--- src/rtl/mseq_generator.sv ---
// Maximal-length sequence generator: run-time order 4..16 Fibonacci LFSR with programmable
// chip length and amplitude, plus chip and period-start strobes for correlation logic.
module mseq_generator #(
  parameter int unsigned OUTPUT_DATA_WIDTH = 16,
  parameter int unsigned DIV_WIDTH         = 16
) (
  input  logic                         MSEQ_clk,
  input  logic                         MSEQ_rst_n,
  input  logic                         start,
  input  logic                         stop,
  input  logic [4:0]                   cfg_order,
  input  logic [15:0]                  cfg_seed,
  input  logic [DIV_WIDTH-1:0]         cfg_div,
  input  logic [OUTPUT_DATA_WIDTH-1:0] cfg_amp,
  output logic [OUTPUT_DATA_WIDTH-1:0] MSEQ_signal,
  output logic                         mseq_bit,
  output logic                         mseq_valid,
  output logic                         mseq_period_start,
  output logic                         busy
);

  typedef enum logic {StIdle, StRun} state_e;

  state_e                       r_state, w_state_d;
  logic [4:0]                   r_order, w_order_d;
  logic [DIV_WIDTH-1:0]         r_div, w_div_d;
  logic [OUTPUT_DATA_WIDTH-1:0] r_amp, w_amp_d;
  logic [15:0]                  r_seed, w_seed_d;
  logic [15:0]                  r_lfsr, w_lfsr_d;
  logic [DIV_WIDTH-1:0]         r_cnt, w_cnt_d;
  logic [OUTPUT_DATA_WIDTH-1:0] r_signal, w_signal_d;
  logic                         r_bit, w_bit_d;
  logic                         r_valid, w_valid_d;
  logic                         r_ps, w_ps_d;

  logic [4:0]  w_order_clamp;
  logic [15:0] w_new_mask, w_new_top, w_seed_masked, w_seed_load;
  logic [15:0] w_run_mask, w_run_top, w_lfsr_step;
  logic        w_fb, w_chip_end, w_start;

  function automatic logic [15:0] f_mask(input logic [4:0] n);
    logic [16:0] m;
    m = (17'd1 << n) - 17'd1;
    return m[15:0];
  endfunction

  // Bit (t-1) set for every feedback tap t of the order-n polynomial.
  function automatic logic [15:0] f_taps(input logic [4:0] n);
    case (n)
      5'd4:    return 16'h000C;
      5'd5:    return 16'h0014;
      5'd6:    return 16'h0030;
      5'd7:    return 16'h0060;
      5'd8:    return 16'h00B8;
      5'd9:    return 16'h0110;
      5'd10:   return 16'h0240;
      5'd11:   return 16'h0500;
      5'd12:   return 16'h0829;
      5'd13:   return 16'h100D;
      5'd14:   return 16'h2015;
      5'd15:   return 16'h6000;
      5'd16:   return 16'hD008;
      default: return 16'h0000;
    endcase
  endfunction

  always_comb begin
    if (cfg_order < 5'd4)       w_order_clamp = 5'd4;
    else if (cfg_order > 5'd16) w_order_clamp = 5'd16;
    else                        w_order_clamp = cfg_order;
  end

  assign w_new_mask    = f_mask(w_order_clamp);
  assign w_new_top     = w_new_mask & ~(w_new_mask >> 1);
  assign w_seed_masked = cfg_seed & w_new_mask;
  assign w_seed_load   = (w_seed_masked == 16'd0) ? 16'd1 : w_seed_masked;

  assign w_run_mask  = f_mask(r_order);
  assign w_run_top   = w_run_mask & ~(w_run_mask >> 1);
  assign w_fb        = ^(r_lfsr & f_taps(r_order));
  assign w_lfsr_step = {r_lfsr[14:0], w_fb} & w_run_mask;
  assign w_chip_end  = (r_cnt == r_div);
  assign w_start     = start && !stop;

  always_ff @(posedge MSEQ_clk or negedge MSEQ_rst_n) begin
    if (!MSEQ_rst_n) r_state <= StIdle;
    else             r_state <= w_state_d;
  end

  always_comb begin
    w_state_d = r_state;
    case (r_state)
      StIdle:  if (w_start) w_state_d = StRun;
      StRun:   if (stop)    w_state_d = StIdle;
      default: w_state_d = StIdle;
    endcase
  end

  // Computes the next registered outputs and datapath; every output is a flop.
  always_comb begin
    w_order_d  = r_order;
    w_div_d    = r_div;
    w_amp_d    = r_amp;
    w_seed_d   = r_seed;
    w_lfsr_d   = r_lfsr;
    w_cnt_d    = r_cnt;
    w_signal_d = '0;
    w_bit_d    = 1'b0;
    w_valid_d  = 1'b0;
    w_ps_d     = 1'b0;
    if (stop) begin
      w_cnt_d = '0;
    end else if (start) begin
      w_order_d  = w_order_clamp;
      w_div_d    = cfg_div;
      w_amp_d    = cfg_amp;
      w_seed_d   = w_seed_load;
      w_lfsr_d   = w_seed_load;
      w_cnt_d    = '0;
      w_bit_d    = |(w_seed_load & w_new_top);
      w_signal_d = w_bit_d ? cfg_amp : '0;
      w_valid_d  = 1'b1;
      w_ps_d     = 1'b1;
    end else if (r_state == StRun) begin
      w_bit_d    = r_bit;
      w_signal_d = r_signal;
      if (w_chip_end) begin
        w_cnt_d    = '0;
        w_lfsr_d   = w_lfsr_step;
        w_bit_d    = |(w_lfsr_step & w_run_top);
        w_signal_d = w_bit_d ? r_amp : '0;
        w_valid_d  = 1'b1;
        w_ps_d     = (w_lfsr_step == r_seed);
      end else begin
        w_cnt_d = r_cnt + DIV_WIDTH'(1);
      end
    end
  end

  always_ff @(posedge MSEQ_clk or negedge MSEQ_rst_n) begin
    if (!MSEQ_rst_n) begin
      r_order  <= '0;
      r_div    <= '0;
      r_amp    <= '0;
      r_seed   <= '0;
      r_lfsr   <= '0;
      r_cnt    <= '0;
      r_signal <= '0;
      r_bit    <= 1'b0;
      r_valid  <= 1'b0;
      r_ps     <= 1'b0;
    end else begin
      r_order  <= w_order_d;
      r_div    <= w_div_d;
      r_amp    <= w_amp_d;
      r_seed   <= w_seed_d;
      r_lfsr   <= w_lfsr_d;
      r_cnt    <= w_cnt_d;
      r_signal <= w_signal_d;
      r_bit    <= w_bit_d;
      r_valid  <= w_valid_d;
      r_ps     <= w_ps_d;
    end
  end

  assign MSEQ_signal       = r_signal;
  assign mseq_bit          = r_bit;
  assign mseq_valid        = r_valid;
  assign mseq_period_start = r_ps;
  assign busy              = (r_state == StRun);

endmodule

--- config.mk ---
export PLATFORM = sky130hd
export DESIGN_NAME = mseq_generator
export DESIGN_NICKNAME = d
export VERILOG_FILES = /design/src/rtl/mseq_generator.sv
export SDC_FILE = /design/constraint.sdc
export NUM_CORES = 1
export LEC_CHECK = 0
export BUFFER_PORTS_ARGS = -buffer_cell sky130_fd_sc_hd__buf_2
export CORE_MARGIN = 2
export CORE_UTILIZATION = 35
export DETAILED_ROUTE_END_ITERATION = 16
export PLACE_DENSITY_LB_ADDON = 0.25
export SETUP_SLACK_MARGIN = 0.2
export SYNTH_ARGS = -nofsm -noshare
export SYNTH_HDL_FRONTEND = slang
export SYNTH_SLANG_ARGS = --single-unit
--- constraint.sdc ---
create_clock -name MSEQ_clk -period 3.2 [get_ports MSEQ_clk]
set_clock_uncertainty 0.05 [all_clocks]
set_input_delay 0.48 -clock MSEQ_clk [delete_from_list [all_inputs] [get_ports MSEQ_clk]]
set_output_delay 0.48 -clock MSEQ_clk [all_outputs]
set_load 0.05 [all_outputs]
### Word-level counts from Yosys, hierarchy flattened

Memory sizes are Yosys's and may differ from the RTL's.
Cells that the tools add are included.

* input port bits: 57
* bits in read-only memories: 480
* memories kept: 1
* output and inout bits: 20
* word-level logic and storage cells: 75
* flip-flop bits (word level): 105

Memory list
* (name not given): words 32, width 15, rd ports 1, clocked after Yosys merged registers in 0, write ports 0, RTL line 49 `case (n)`

* magnitude comparators: 2
* add/subtract/negate cells: 3
* mux-type cells: 31
* eq/ne operators: 3
* bitwise logic cells: 11
* shift operators: 2
* reductions and logical operators: 11

Operator list (number)
* 2-to-1 mux 16 bit: 14
* bitwise AND 16 bit: 7
* equality test 16 bit: 2
* inverter 15 -> 16 bit: 2
* OR reduction 16 bit: 2
* << shifter 1 x 5 -> 16 bit, first input constant: 2
* subtractor 16 x 1 -> 16 bit, second input constant: 2
* adder 16 x 1 -> 16 bit, second input constant: 1
* logical NOT 16 bit: 1
* parity 16 bit: 1
* 2-to-1 mux 1 bit: 14
* 2-to-1 mux 5 bit: 2
* greater-than comparator 5 bit, second input constant: 1
* less-than comparator 5 x 3 -> 1 bit, second input constant: 1
* != test 4 x 3 -> 1 bit, second input constant: 1
* nonzero test 2 bit: 2
* AND reduction 3 bit: 1
* nonzero test 3 bit: 1
* inverter 1 bit: 2
* one-hot mux 1 bit (2 select lines): 1
* AND reduction 2 bit: 1
* logical AND 1 bit: 1
* logical NOT 1 bit: 1

### Depth between registers and ports, before layout

Gate-level depths: netlist of run 1.

* depth after elaboration: 13
* depth in mapped cells: 16
* mapped depth without buffers: 13

### Least setup slack after synthesis of run 1

OpenSTA, ideal clock, no wires.

* path kind: register to register
* start: register r_order[1]
* end: register r_signal[1] (netlist: MSEQ_signal[1])
* required time: 3031 ps
* stages on the path, launching flop included: 17
* setup slack: -187 ps
* library setup time: 119 ps
* path buffers: 3
* data arrival time: 3218 ps
* cells stage by stage: dfrtp_1 inv_1 ha_1 buf_4 nand2b_1 or2_2 ha_1 buf_2 nor4b_1 o31ai_1 nand2b_1 nor2_1 a2111oi_4 nand4_2 a211oi_4 buf_8 o21ai_2

* word-level cells in the longest chain between the ends: 11
* elaborated cells between the ends (all ways): 15
* those cells by class: add/sub: 1; shift: 1; mux: 5; bitwise: 5; reduce/logical: 2; memory: 1

RTL lines
* start, declared: RTL line 25 `logic [4:0] r_order, w_order_d;`
* start signal, assigned: RTL line 153 `r_order <= w_order_d;`
* memory (32 x 15 bit) / << shifter 1 x 5 -> 16 bit (equally long branches)
* bitwise AND 16 bit / subtractor 16 x 1 -> 16 bit (equally long branches): RTL line 80, 43
* parity 16 bit / inverter 15 -> 16 bit (equally long branches): RTL line 80, 79
* bitwise AND 16 bit, on equally long branches: RTL line 81, 79
* bitwise AND 16 bit *: RTL line 130 `w_bit_d = |(w_lfsr_step & w_run_top);`
* OR reduction 16 bit *: RTL line 130
* 2-to-1 mux 16 bit *: RTL line 131 `w_signal_d = w_bit_d ? r_amp : '0;`
* 2-to-1 mux 16 bit *: RTL line 127 `if (w_chip_end) begin`
* 2-to-1 mux 16 bit *: RTL line 124 `end else if (r_state == StRun) begin`
* 2-to-1 mux 16 bit *: RTL line 113 `end else if (start) begin`
* 2-to-1 mux 16 bit *: RTL line 111 `if (stop) begin`
* end signal, assigned: RTL line 159 `r_signal <= w_signal_d;`
* end, declared: RTL line 31 `logic [OUTPUT_DATA_WIDTH-1:0] r_signal, w_signal_d;`

Mark *: on every way between the ends. The rest lies on a longest branch, timed or not. The select of a mux whose other input is x is not followed.
A chain may end at the register's enable or synchronous reset.

### Worst setup path in the final report of run 1

* start: register r_order[2]
* end: register r_signal[0] (netlist: MSEQ_signal[0])

Same word-level chain as after synthesis.

==> flow_metrics.tcl, run 1 <==
set metrics [dict create \
    cp_max_fo 29 \
    powerDensity_mw_per_mm2 483.4 \
    hp-class "input port to asynchronous set/reset pin" \
    drtAntennaViolNets 0 \
    critPathKind "register to register" \
    antenna_cells 0 \
    vdd_drop_max_mv 0.3190 \
    worstPathArrival_ns 3.25 \
    p_leak_uw 0.003869 \
    finalWorstSetupSlack_ns 0.1509 \
    wl_per_cell_um 17.20 \
    cts_root_buf "clkbuf_16" \
    required_ns 3.40 \
    multi_input_area_sq_mm 0.004128 \
    syn_avg_cell_area_sq_um 8.261 \
    htreeDepth 3 \
    r2r_slack_ns 0.15 \
    grt_use_total_pct 19.88 \
    io_pins 77 \
    cts_tree "built" \
    rsz0062_at_grt "true" \
    drc_errors 0 \
    fin_crit_ns 3.049 \
    critPathBufInv 3 \
    postCtsHoldBufs 0 \
    synth-compound-area-share_pct 19.23 \
    vias 6437 \
    setup_violations 0 \
    overflow 0 \
    rr_worst_depth 11 \
    core-area_sq_mm 0.01946 \
    min_period_over_period_pct 95.28 \
    fin_tns_setup_ns 0 \
    cts_buffers 9 \
    start_kind "register" \
    async_reset_ff_share_pct 100.0 \
    yosys.area_share.adder_pct 1.801 \
    synth_xor_area_share_pct 5.420 \
    grt_pass1_vias 5866 \
    clock-sinks 105 \
    yosysTopAreaCellShare_pct 37.82 \
    crit_chain "buf_12, and2b_2, nand2_1, a221o_2, a21oi_1, xnor3_1, xnor2_2, a211oi_4, buf_6, clkbuf_16, o21ai_1" \
    wirelength_mm 20.71 \
    vias_per_cell 5.346 \
    clkTransAtPathRegs_ns 0.08 \
    nets 1002 \
    slowest_delay_ns 0.56 \
    drv_cap 0 \
    synth_largest_area_cell "dfrtp_1" \
    area_growth_pct 21.41 \
    drv_slew 0 \
    relSlewSlack_pct 54.25 \
    drive_above_1_share_pct 24.81 \
    drt_iter0_markers 546 \
    total_power_uw 4078 \
    hpwl_mm 14.50 \
    dieHeight_um 144.9 \
    cts_buffer_depth 2 \
    yosys_most_used_dff "dfrtp_1" \
    final.fill_count 1981 \
    dpl.cell_count 1165 \
    grt_start_max_net_pins 56 \
    io_buffers 76 \
    ys_ff_latch 105 \
    r2r-start "r_order[2]" \
    place_ws_ns 0.1061 \
    regArea_sq_mm 0.002629 \
    antenna_found_initial 0 \
    critical-path-top-delay-family "compound AO/OA/AOI/OAI gates" \
    synthSimpleGateAreaFrac_pct 25.82 \
    place_congestion 0.9101 \
    clk_latency_ns 0.36 \
    reg2reg_to "MSEQ_signal[0]" \
    syn_inst 841 \
    final_core_util_pct 43.34 \
    muxShareOfSynthArea_pct 4.412 \
    dieArea_sq_mm 0.02099 \
    yosysSeqAreaShare_pct 37.82 \
    syn-cell-area_sq_mm 0.006948 \
    grt_pass1_wl_mm 32.35 \
    dr.pass1.iters 5 \
    synth_edf_count 0 \
    max_freq_mhz 328.0 \
    finalNonFillerCells 1204 \
    endpoint_kind "register" \
    yosys.cell_types.count 84 \
    hold_violations 0 \
    die_x_um 144.9 \
    outcome "complete, no violations" \
    tightest_slew_ns 0.6862 \
    synth_top_family_by_area "simple AND/OR/NAND/NOR gates" \
    initial_utilization_pct 35.70 \
    synthTopCellsByArea "dfrtp_1 (38%), nand2_1 (11%), o21ai_0 (5.7%)" \
    ys_warn_count 0 \
    crit_path_top_delay_cell "dfrtp_1" \
    rows 51 \
]
## kinds of logic after synthesis
family,count (synthesis)
compound gates,202
other cells,2
buf+inv,72
fa+ha+maj,10
simple gates,383
mux,28
flops,105
xor+xnor,39
## through the flow
step                hold WS [ns]  cell area (sq um)
floorplan                 0.1344               7018
global placement          0.4082               7765
detailed placement        0.4127               7765
CTS                       0.1192               8202
global route              0.1511               8436
finish                    0.1006               8436
## cell usage after synthesis, drive strengths merged, types with 4 or more instances
| cell | count |
|---|---|
| a311oi | 4 |
| nand2b | 12 |
| nand3 | 33 |
| xor2 | 26 |
| and3 | 11 |
| nor4 | 10 |
| a22oi | 6 |
| a21oi | 32 |
| or2 | 5 |
| o21ai | 92 |
| nor2b | 11 |
| a211oi | 4 |
| xnor2 | 11 |
| nand2 | 199 |
| o211ai | 6 |
| nand4 | 9 |
| mux2i | 7 |
| o2111ai | 5 |
| o21a | 6 |
| nor4b | 6 |
| mux2 | 21 |
| buf | 28 |
| nor3 | 11 |
| ha | 10 |
| o22ai | 5 |
| a31oi | 6 |
| dfrtp | 105 |
| inv | 17 |
| nor2 | 57 |
| nor3b | 5 |
| clkbuf | 25 |
| a21boi | 7 |
## flip-flops by register name (all words and copies together) (netlist names), 5 cells and up
name and count:
r_order 5, r_lfsr 16, r_cnt 16, r_seed 16
MSEQ_signal 16, r_amp 16, r_div 16
## routing by layer
metal / wire, um / GRT usage (%) / vias up
met1: 9957 / 29.76 / 3119
met5: 0 / 0 / -
met4: 407 / 6.285 / 0
met2: 9340 / 29.72 / 179
li1: - / - / 3111
met3: 1008 / 2.501 / 28
## repair_timing
action                     CTS  global route
setup endpoints to repair   17            19
gates resized for setup      9            34
pin swaps                    2            30
setup buffers                9            13
cloned                       1             1
## cells in the final DEF (no fill, tap or decap), types with 11 or more instances in the layout
cell	Yosys	layout
o21ai_0	79	72
nand2_1	198	198
buf_2	9	75
xor2_1	26	24
dfrtp_1	105	104
nand3_1	33	33
o21ai_2	10	12
buf_4	7	46
inv_1	17	15
nor2_1	57	53
mux2_2	21	21
and3_1	11	11
a21oi_1	32	32
## worst max path at each step
| stage | slack, ns | depth (start not counted) | from | endpoint |
|---|---|---|---|---|
| 3_3_place_gp | 0.17 | 12 | r_order[1] | MSEQ_signal[13] |
| 3_5_place_dp | 0.11 | 14 | r_order[0] | MSEQ_signal[12] |
| 6_report | 0.15 | 11 | r_order[2] | MSEQ_signal[0] |
| 5_1_grt | 0.01 | 14 | r_order[0] | MSEQ_signal[9] |
| 4_1_cts | 0.15 | 14 | r_order[0] | MSEQ_signal[15] |
| 2_1_floorplan | 0.15 | 16 | r_order[1] | MSEQ_signal[1] |
## where the power goes
| part | internal [uW] | switching (uW) | total [uW] |
|---|---|---|---|
| registers | 1470 | 145 | 1610 |
| clock network | 616 | 538 | 1150 |
| logic | 557 | 757 | 1310 |
| total | 2640 | 1440 | 4080 |
## area by class of cell
class                      count  area share, %
clock inverter                 6         0.9196
sequential                   105          31.16
inverter                      17         0.8158
multi-input combinational    666          48.93
clock buffer                   9          2.670
tap                          265          3.931
timing repair buffer         136          11.57
Note: power is estimated with default switching activity, not from simulation.
==> run 2: changes to the inputs <==
--- a/config.mk
+++ b/config.mk
@@ -7,7 +7,7 @@
 export LEC_CHECK = 0
 export BUFFER_PORTS_ARGS = -buffer_cell sky130_fd_sc_hd__buf_2
 export CORE_MARGIN = 2
-export CORE_UTILIZATION = 35
+export CORE_UTILIZATION = 40
 export DETAILED_ROUTE_END_ITERATION = 16
 export PLACE_DENSITY_LB_ADDON = 0.25
 export SETUP_SLACK_MARGIN = 0.2
==> run 2 against run 1 <==
Net effect:
- routed wire length down 2.2%
- total power down 3.2%
- sequential cell count unchanged
- critical path type unchanged
==> flow_metrics.tcl, run 2 (same netlist as run 1, synthesis figures left out) <==
set metrics [dict create \
    io_pins 77 \
    dr.pass1.iters 5 \
    io_buffers 76 \
    drive_above_1_share_pct 24.30 \
    powerDensity_mw_per_mm2 478.4 \
    drtAntennaViolNets 0 \
    fin_crit_ns 3.144 \
    overflow 0 \
    dieArea_sq_mm 0.01844 \
    layout_commonest_cell "nand2_1" \
    p_leak_uw 0.003803 \
    antenna_cells 0 \
    place_ws_ns 0.04784 \
    wirelength_mm 20.26 \
    place_congestion 0.9005 \
    rows 48 \
    grt_use_total_pct 22.41 \
    drt_iter0_markers 506 \
    core-area_sq_mm 0.01712 \
    outcome "complete, no violations" \
    regArea_sq_mm 0.002628 \
    hp-class "input port to asynchronous set/reset pin" \
    worstPathArrival_ns 3.34 \
    fin_tns_setup_ns 0 \
    clk_latency_ns 0.36 \
    r2r-start "r_order[1]" \
    antenna_found_initial 0 \
    relSlewSlack_pct 52.10 \
    placed_area_sq_mm 0.007685 \
    rr_worst_depth 15 \
    rsz0062_at_grt "true" \
    final_area_sq_mm 0.008253 \
    cp_max_fo 8 \
    required_ns 3.39 \
    final.fill_count 1638 \
    finalWorstSetupSlack_ns 0.05631 \
    dieHeight_um 135.8 \
    hpwl_mm 14.23 \
    hold_violations 0 \
    max_freq_mhz 318.1 \
    initial_utilization_pct 40.59 \
    vdd_drop_max_mv 0.2514 \
    critPathKind "register to register" \
    start_kind "register" \
    area_growth_pct 18.78 \
    multi_input_area_sq_mm 0.004114 \
    grt_pass1_vias 6041 \
    r2r_slack_ns 0.06 \
    tightest_slew_ns 0.7185 \
    vias 6479 \
    setup_violations 0 \
    postCtsHoldBufs 0 \
    min_period_over_period_pct 98.24 \
    clkTransAtPathRegs_ns 0.08 \
    cts_tree "built" \
    drv_slew 0 \
    cts_root_buf "clkbuf_16" \
    htreeDepth 3 \
    drv_cap 0 \
    reg2reg_to "MSEQ_signal[8]" \
    critPathLaunch "r_order[1]" \
    clock-sinks 105 \
    drc_errors 0 \
    wl_per_cell_um 17.48 \
    grt_pass1_wl_mm 32.44 \
    nets 996 \
    cts_buffers 9 \
    endpoint_kind "register" \
    cts_buffer_depth 2 \
    layout_common_cells "nand2_1 (198), dfrtp_1 (105), buf_2 (75)" \
    die_x_um 135.8 \
    vias_per_cell 5.590 \
    grt_start_max_net_pins 66 \
]
-- run 2: changes by cell type in the layout (fill, tap and decap cells not counted), moves of 2 or more --
cell,change
or2_4,-2
inv_2,+2
o21ai_1,-6
a311oi_2,-2
o21ai_2,+5
inv_4,-2
clkinvlp_4,+3
buf_12,-2
buf_4,+2
buf_6,-5
-- run 2: how the worst max path moves through the flow --
| stage | end | slack [ns] |
|---|---|---|
| floorplan | MSEQ_signal[1] | 0.15 |
| global placement | MSEQ_signal[11] | 0.08 |
| detailed placement | MSEQ_signal[15] | 0.05 |
| CTS | MSEQ_signal[0] | 0.11 |
| global route | MSEQ_signal[8] | -0.1 |
| finish | MSEQ_signal[8] | 0.06 |
-- run 2: where the power goes --
part	total (uW)	switching [uW]	internal, uW
Combinational	1270	744	522
Clock	1080	540	539
Sequential	1600	139	1470
Total	3950	1420	2530
-- run 2: timing repair --
action / CTS / global route
setup buffers: 8 / 7
cloned: 1 / 1
pin swaps: 4 / 21
endpoints found under the setup margin: 17 / 18
resized for setup: 4 / 23
-- run 2: critical path: stages (launching register included) --
cell	delay (ns)
dfrtp_1	0.39
inv_2	0.13
ha_4	0.19
nand2b_4	0.06
or2_4	0.26
ha_4	0.19
buf_6	0.12
buf_4	0.13
o21a_2	0.13
nand2b_2	0.22
a2111oi_4	0.39
nand4_2	0.18
a211oi_4	0.23
buf_12	0.17
clkbuf_16	0.14
o21ai_2	0.05
-- run 2: per-stage QoR --
stage	util, %	total power [uW]	hold WS, ns	cells
2_1_floorplan	-	2444	0.1344	843
3_3_place_gp	44.90	2789	0.4111	1126
3_5_place_dp	44.90	2791	0.4126	1126
4_1_cts	47.31	3906	0.1424	1151
5_1_grt	48.22	4165	0.1660	1159
6_report	48.22	3948	0.1097	1159
-- run 2: per-layer routing --
layer / share of wire, % / up-vias / global-route usage [%]
met5: 0 / - / 0
li1: - / 3105 / -
met3: 5.7 / 36 / 4.115
met2: 44 / 208 / 33.25
met1: 48 / 3130 / 32.95
met4: 2.3 / 0 / 7.118
-- run 2: final cells by class --
| type | instances | area share [%] |
|---|---|---|
| clock buffer | 9 | 2.729 |
| clock inverter | 7 | 0.7429 |
| inverter | 17 | 0.7732 |
| multi-input combinational | 666 | 49.85 |
| sequential | 105 | 31.84 |
| tap | 225 | 3.411 |
| timing repair buffer | 130 | 10.66 |
